**src/rtl/mult_sched_pkg.sv**
```systemverilog
// Shared types and widths for the shared-multiplier scheduler.
package mult_sched_pkg;

   typedef enum logic [1:0] {
      IDLE = 2'd0,
      CALC = 2'd1,
      RESP = 2'd2
   } state_t;

   localparam int OPW   = 4;
   localparam int PW    = 8;
   localparam int STATW = 16;

endpackage

```
**src/rtl/main.sv**
```systemverilog
// Combinational 4x4 unsigned multiplier producing a full 8-bit product.
module main (
   input  logic [3:0] x,
   input  logic [3:0] y,
   output logic [7:0] o
);

   assign o = {4'b0000, x} * {4'b0000, y};

endmodule

```
**src/rtl/rr_arbiter.sv**
```systemverilog
// Combinational round-robin arbiter: grants the first requester at or after ptr, wrapping.
module rr_arbiter #(
   parameter int NREQ = 4,
   parameter int IDW  = $clog2(NREQ)
) (
   input  logic [NREQ-1:0] req,
   input  logic [IDW-1:0]  ptr,
   input  logic            en,
   output logic [NREQ-1:0] gnt,
   output logic [IDW-1:0]  gnt_idx
);

   logic [IDW-1:0] cand;
   logic           found;

   // Walk the requesters starting at ptr; the first valid one wins.
   always_comb begin
      gnt     = '0;
      gnt_idx = '0;
      found   = 1'b0;
      cand    = '0;
      for (int i = 0; i < NREQ; i++) begin
         cand = IDW'((int'(ptr) + i) % NREQ);
         if (en && !found && req[cand]) begin
            found       = 1'b1;
            gnt[cand]   = 1'b1;
            gnt_idx     = cand;
         end
      end
   end

endmodule

```
**src/rtl/mult_share_sched.sv**
```systemverilog
// Round-robin scheduler sharing one 4x4 multiplier among NREQ requesters.
// Define MULT_SCHED_STATS_EN to add per-requester saturating completion counters (stat_cnt).
module mult_share_sched
   import mult_sched_pkg::*;
#(
   parameter int NREQ = 4,
   parameter int IDW  = 2
) (
   input  logic               clk,
   input  logic               rst_n,
   input  logic [NREQ-1:0]    req_valid,
   input  logic [NREQ*4-1:0]  req_x,
   input  logic [NREQ*4-1:0]  req_y,
   output logic [NREQ-1:0]    req_ready,
   output logic               rsp_valid,
   output logic [7:0]         rsp_data,
   output logic [IDW-1:0]     rsp_id,
   input  logic               rsp_ready,
   output logic               busy
`ifdef MULT_SCHED_STATS_EN
   ,
   output logic [NREQ*16-1:0] stat_cnt
`endif
);

   state_t         state;
   state_t         state_next;
   logic [IDW-1:0] rr_ptr;
   logic [IDW-1:0] ptr_next;
   logic [IDW-1:0] op_id;
   logic [IDW-1:0] gnt_idx;
   logic [NREQ-1:0] gnt;
   logic           accept_win;
   logic           accept;
   logic [OPW-1:0] op_x;
   logic [OPW-1:0] op_y;
   logic [OPW-1:0] sel_x;
   logic [OPW-1:0] sel_y;
   logic [PW-1:0]  prod;

   rr_arbiter #(
      .NREQ (NREQ),
      .IDW  (IDW)
   ) u_arb (
      .req     (req_valid),
      .ptr     (rr_ptr),
      .en      (accept_win),
      .gnt     (gnt),
      .gnt_idx (gnt_idx)
   );

   main u_mult (
      .x (op_x),
      .y (op_y),
      .o (prod)
   );

   assign accept    = |gnt;
   assign req_ready = gnt;
   assign busy      = (state != IDLE);
   assign ptr_next  = (gnt_idx == IDW'(NREQ - 1)) ? '0 : gnt_idx + 1'b1;

   // The window opens in IDLE, or in RESP on the cycle the response drains.
   always_comb begin
      state_next = state;
      accept_win = 1'b0;
      case (state)
         IDLE: begin
            accept_win = 1'b1;
            if (accept) state_next = CALC;
         end
         CALC: state_next = RESP;
         RESP: begin
            if (rsp_ready) begin
               accept_win = 1'b1;
               state_next = accept ? CALC : IDLE;
            end
         end
         default: state_next = IDLE;
      endcase
   end

   always_comb begin
      sel_x = '0;
      sel_y = '0;
      for (int i = 0; i < NREQ; i++) begin
         if (gnt[i]) begin
            sel_x = req_x[i*OPW +: OPW];
            sel_y = req_y[i*OPW +: OPW];
         end
      end
   end

   always_ff @(posedge clk or negedge rst_n) begin
      if (!rst_n) state <= IDLE;
      else        state <= state_next;
   end

   // Operand capture on grant; product capture in CALC; drain on response handshake.
   always_ff @(posedge clk or negedge rst_n) begin
      if (!rst_n) begin
         rr_ptr    <= '0;
         op_x      <= '0;
         op_y      <= '0;
         op_id     <= '0;
         rsp_valid <= 1'b0;
         rsp_data  <= '0;
         rsp_id    <= '0;
      end else begin
         if (accept) begin
            op_x   <= sel_x;
            op_y   <= sel_y;
            op_id  <= gnt_idx;
            rr_ptr <= ptr_next;
         end
         if (state == CALC) begin
            rsp_data  <= prod;
            rsp_id    <= op_id;
            rsp_valid <= 1'b1;
         end else if (state == RESP && rsp_ready) begin
            rsp_valid <= 1'b0;
         end
      end
   end

`ifdef MULT_SCHED_STATS_EN
   logic rsp_hs;
   assign rsp_hs = rsp_valid & rsp_ready;

   for (genvar g = 0; g < NREQ; g++) begin : g_stat
      logic [STATW-1:0] cnt;

      always_ff @(posedge clk or negedge rst_n) begin
         if (!rst_n) cnt <= '0;
         else if (rsp_hs && rsp_id == IDW'(g) && cnt != '1) cnt <= cnt + 1'b1;
      end

      assign stat_cnt[g*STATW +: STATW] = cnt;
   end
`endif

endmodule

```
**config.mk**
```make
export PLATFORM = sky130hd
export DESIGN_NAME = mult_share_sched
export DESIGN_NICKNAME = d
export VERILOG_FILES = /design/src/rtl/mult_sched_pkg.sv /design/src/rtl/main.sv /design/src/rtl/rr_arbiter.sv /design/src/rtl/mult_share_sched.sv
export SDC_FILE = /design/constraint.sdc
export NUM_CORES = 1
export LEC_CHECK = 0
export BUFFER_PORTS_ARGS = -buffer_cell sky130_fd_sc_hd__buf_2
export CAP_MARGIN = 25
export CELL_PAD_IN_SITES_DETAIL_PLACEMENT = 0
export CELL_PAD_IN_SITES_GLOBAL_PLACEMENT = 2
export CORE_MARGIN = 2
export CORE_UTILIZATION = 30
export DETAILED_ROUTE_END_ITERATION = 8
export MAX_ROUTING_LAYER = met4
export PLACE_DENSITY_LB_ADDON = 0.1
export SETUP_SLACK_MARGIN = 0.1
export SKIP_CTS_REPAIR_TIMING = 1
export SLEW_MARGIN = 0
export SYNTH_ARGS = -nofsm -noshare
export SYNTH_HDL_FRONTEND = slang
export SYNTH_HIERARCHICAL = 1
export SYNTH_SLANG_ARGS = --single-unit
```
**constraint.sdc**
```tcl
create_clock -name clk -period 6.3 [get_ports clk]
set_clock_uncertainty 0.2 [all_clocks]
set_input_delay 1.26 -clock clk [delete_from_list [all_inputs] [get_ports clk]]
set_output_delay 1.26 -clock clk [all_outputs]
set_load 0.01 [all_outputs]
```
==> metrics.md <==
| Metric | Value |
|---|---|
| Status | `finished clean` |
| Total negative slack | `0 ps` |
| Vias in the first global route | `1727` |
| Fmax | `0.195 GHz` |
| NetSw | `713 uW` |
| Pre-antenna DRT Iters | `4` |
| Via density | `4.99` |
| First-pass GRT wire length | `8570 um` |
| Synthesis-to-finish area growth | `16.8%` |
| Initial antenna violation count | `0` |
| Crit path kind | `register to output pin` |
| Pint | `803 uW` |
| Max_slew headroom | `40.3%` |
| Routed WL per cell | `14.0 um` |
| Share of the yosys chip area belonging to registers | `28.0%` |
| Fin crit share | `81.3%` |
| Ys Warns | `6` |
| Initial core utilization | `30.9%` |
| Synth Cell Area | `2230 um2` |
| Final hold violation count | `0` |
| Maximum root-to-sink buffer count | `2` |
| Startpoint type of the worst setup path | `register` |
| Synth cell types | `48` |
| PwrDens | `581 nW/um2` |
| Synth area leaders | `dfrtp_1, ha_1, mux2_2` |
| Peak supply drop | `0.213 mV` |
| Endpoint class of the critical path | `output pin` |
| Top post-synthesis cells by count | `dfrtp_1, ha_1, nand2_1` |
| Critical path origin | `rr_ptr[0]$_DFFE_PN0P_` |
| Critical path peak fanout | `18` |
| Initial DRC count | `82` |
| RR Startpoint | `rr_ptr[0]$_DFFE_PN0P_` |
| Req. time, crit path | `4840 ps` |
| Row cnt | `31` |
| Core Box Area | `7210 um2` |
| I/O pin count | `55` |
| Antenna diodes | `0` |
| Ys async rst share | `100%` |
| Proportion of layout cells with a drive suffix above 1 | `33.5%` |
| Placed cells | `367` |
| WP data arrival | `3660 ps` |
| FF+latch count, synth | `25` |
| Post-place setup slack | `1400 ps` |
| Syn_nets | `287` |
| Reg power frac | `21.8%` |
| Die Wd | `90.3 um` |
| Final setup fails | `0` |
| Largest net degree at the start of global routing | `26` |
| Die height | `90.3 um` |
| Vias | `1851` |
| Fin nets | `337` |
| CTS tree | `built` |
| # DRC | `0` |
| Final WL | `5190 um` |
| Switching Share | `47.0%` |
| Worst Slack Setup Final | `1180 ps` |
| Total power | `1520 uW` |
| Final HPWL DP | `4030 um` |
| Full die area | `8150 um2` |
| Synth area leader | `dfrtp_1` |
| Global route total overflow | `0` |
| Leakage | `0.00132 uW` |
| Main synth FF type | `dfrtp_1` |
| Root Buffer | `clkbuf_8` |
| RD Place Congestion | `0.761` |
| Global-route usage over all layers | `13.1%` |
| Post-synth EDFFs | `0` |
| Slew @ Worst Pin | `892 ps` |
| Final min period | `5120 ps` |
| Cells after Synth | `223` |
| Gate power share | `71.7%` |
| Worst-path clk slew | `100 ps` |
| HP Class | `register to register` |
| Slew Limit Fails | `0` |
| ANT nets after route | `0` |
| Top-area cell type share of the netlist area | `28.0%` |
| Buffers on Ports | `54` |
| # H-tree levels | `1` |
| Synthesized area per cell | `10.0 um2` |
| Max-cap violation count | `0` |
| Num CTS Buffers | `3` |
| Worst skew pair latency | `270 ps` |
| Proportion of power drawn by the clock network | `6.6%` |
| Hold Crit Start | `rsp_data[6]$_DFFE_PN0P_` |
| RSZ-0062 raised after global routing | `false` |
| Most common cell in the netlist | `dfrtp_1` |
| # clock sinks | `25` |
| Non-Filler Instances | `371` |
## routing by layer
layer	GRT usage (%)	share of wire, %	up-vias
met3	0.918	2.4	4
li1	-	-	916
met4	4.36	1.4	0
met1	17.9	49	893
met2	20.6	47	38
met5	-	0	-
## layout by cell type (no fill, tap or decap), types with 4 or more instances in the layout
cell type   n
dfrtp_1    25
buf_2      54
a211oi_1    7
and3b_2     6
a21oi_1     7
o211ai_1    5
nand3_1     4
and2_1     13
a21boi_1    4
o21ai_0     4
a21o_1      9
ha_1       21
nor2_1      8
o21ai_1     8
inv_1       8
nand2_1    16
mux2_2     15
fa_1        4
nor2b_1    12
a221o_1     5
## power by group through the flow
stage / Clock (uW) / Combinational, uW / Sequential (uW)
finish: 99.7 / 1090 / 330
global route: 111 / 1240 / 346
CTS: 104 / 1110 / 332
detailed placement: 0 / 1100 / 336
global placement: 0 / 1110 / 338
floorplan: 0 / 893 / 315
## final cells by class
type | count | area, um2
flip-flops and latches | 25 | 626
well taps | 99 | 124
fillers | 762 | 4610
multi-input cells | 180 | 1500
clock buffers | 3 | 41.3
inverters | 9 | 33.8
clock inverters | 1 | 7.51
repair buffers | 54 | 270
## worst max-delay path, stage by stage, from the launching register on
cell and delay (ps):
dfrtp_1 700, clkinv_1 450, ha_1 550, nor2b_1 210
o211ai_1 120, o22ai_1 230, and3b_2 270, a221o_1 600
buf_2 250
## final timing paths
path / slack, ps / depth (start not counted) / endpoint
setup / recovery: 1180 / 8 / req_ready[3]
hold / removal: 310 / 1 / rsp_data[6]$_DFFE_PN0P_
setup reg to reg: 1770 / 9 / rr_ptr[1]$_DFFE_PN0P_
hold reg to reg: 310 / 1 / rsp_data[6]$_DFFE_PN0P_
max in group asynchronous: 4740 / 1 / rsp_data[1]$_DFFE_PN0P_
min in group asynchronous: 780 / 1 / op_y[3]$_DFFE_PN0P_
## cells by family (layout without fill, tap and decap cells)
| group | after synthesis | after routing | synth area share [%] |
|---|---|---|---|
| fa+ha+maj | 25 | 25 | 15.4 |
| mux | 21 | 21 | 11.6 |
| simple gates | 70 | 70 | 19.3 |
| xor+xnor | 3 | 3 | 1.18 |
| buf+inv | 18 | 67 | 4.60 |
| flops | 25 | 25 | 28.0 |
| compound gates | 61 | 61 | 20.0 |
## stage by stage
stage,area (um2),hold slack [ps],utilization (%)
2_1_floorplan,2230,268,-
3_3_place_gp,2560,284,35.4
3_5_place_dp,2560,291,35.4
4_1_cts,2610,311,36.1
5_1_grt,2610,327,36.1
6_report,2610,308,36.1
## sequential cells by signal, summed over array words and instances (netlist names)
name       flops
op_id          2
op_x           4
op_y           4
rr_ptr         2
rsp_data       8
rsp_id         2
rsp_valid      1
state          2
No activity file was read; power rests on OpenSTA's default activity.
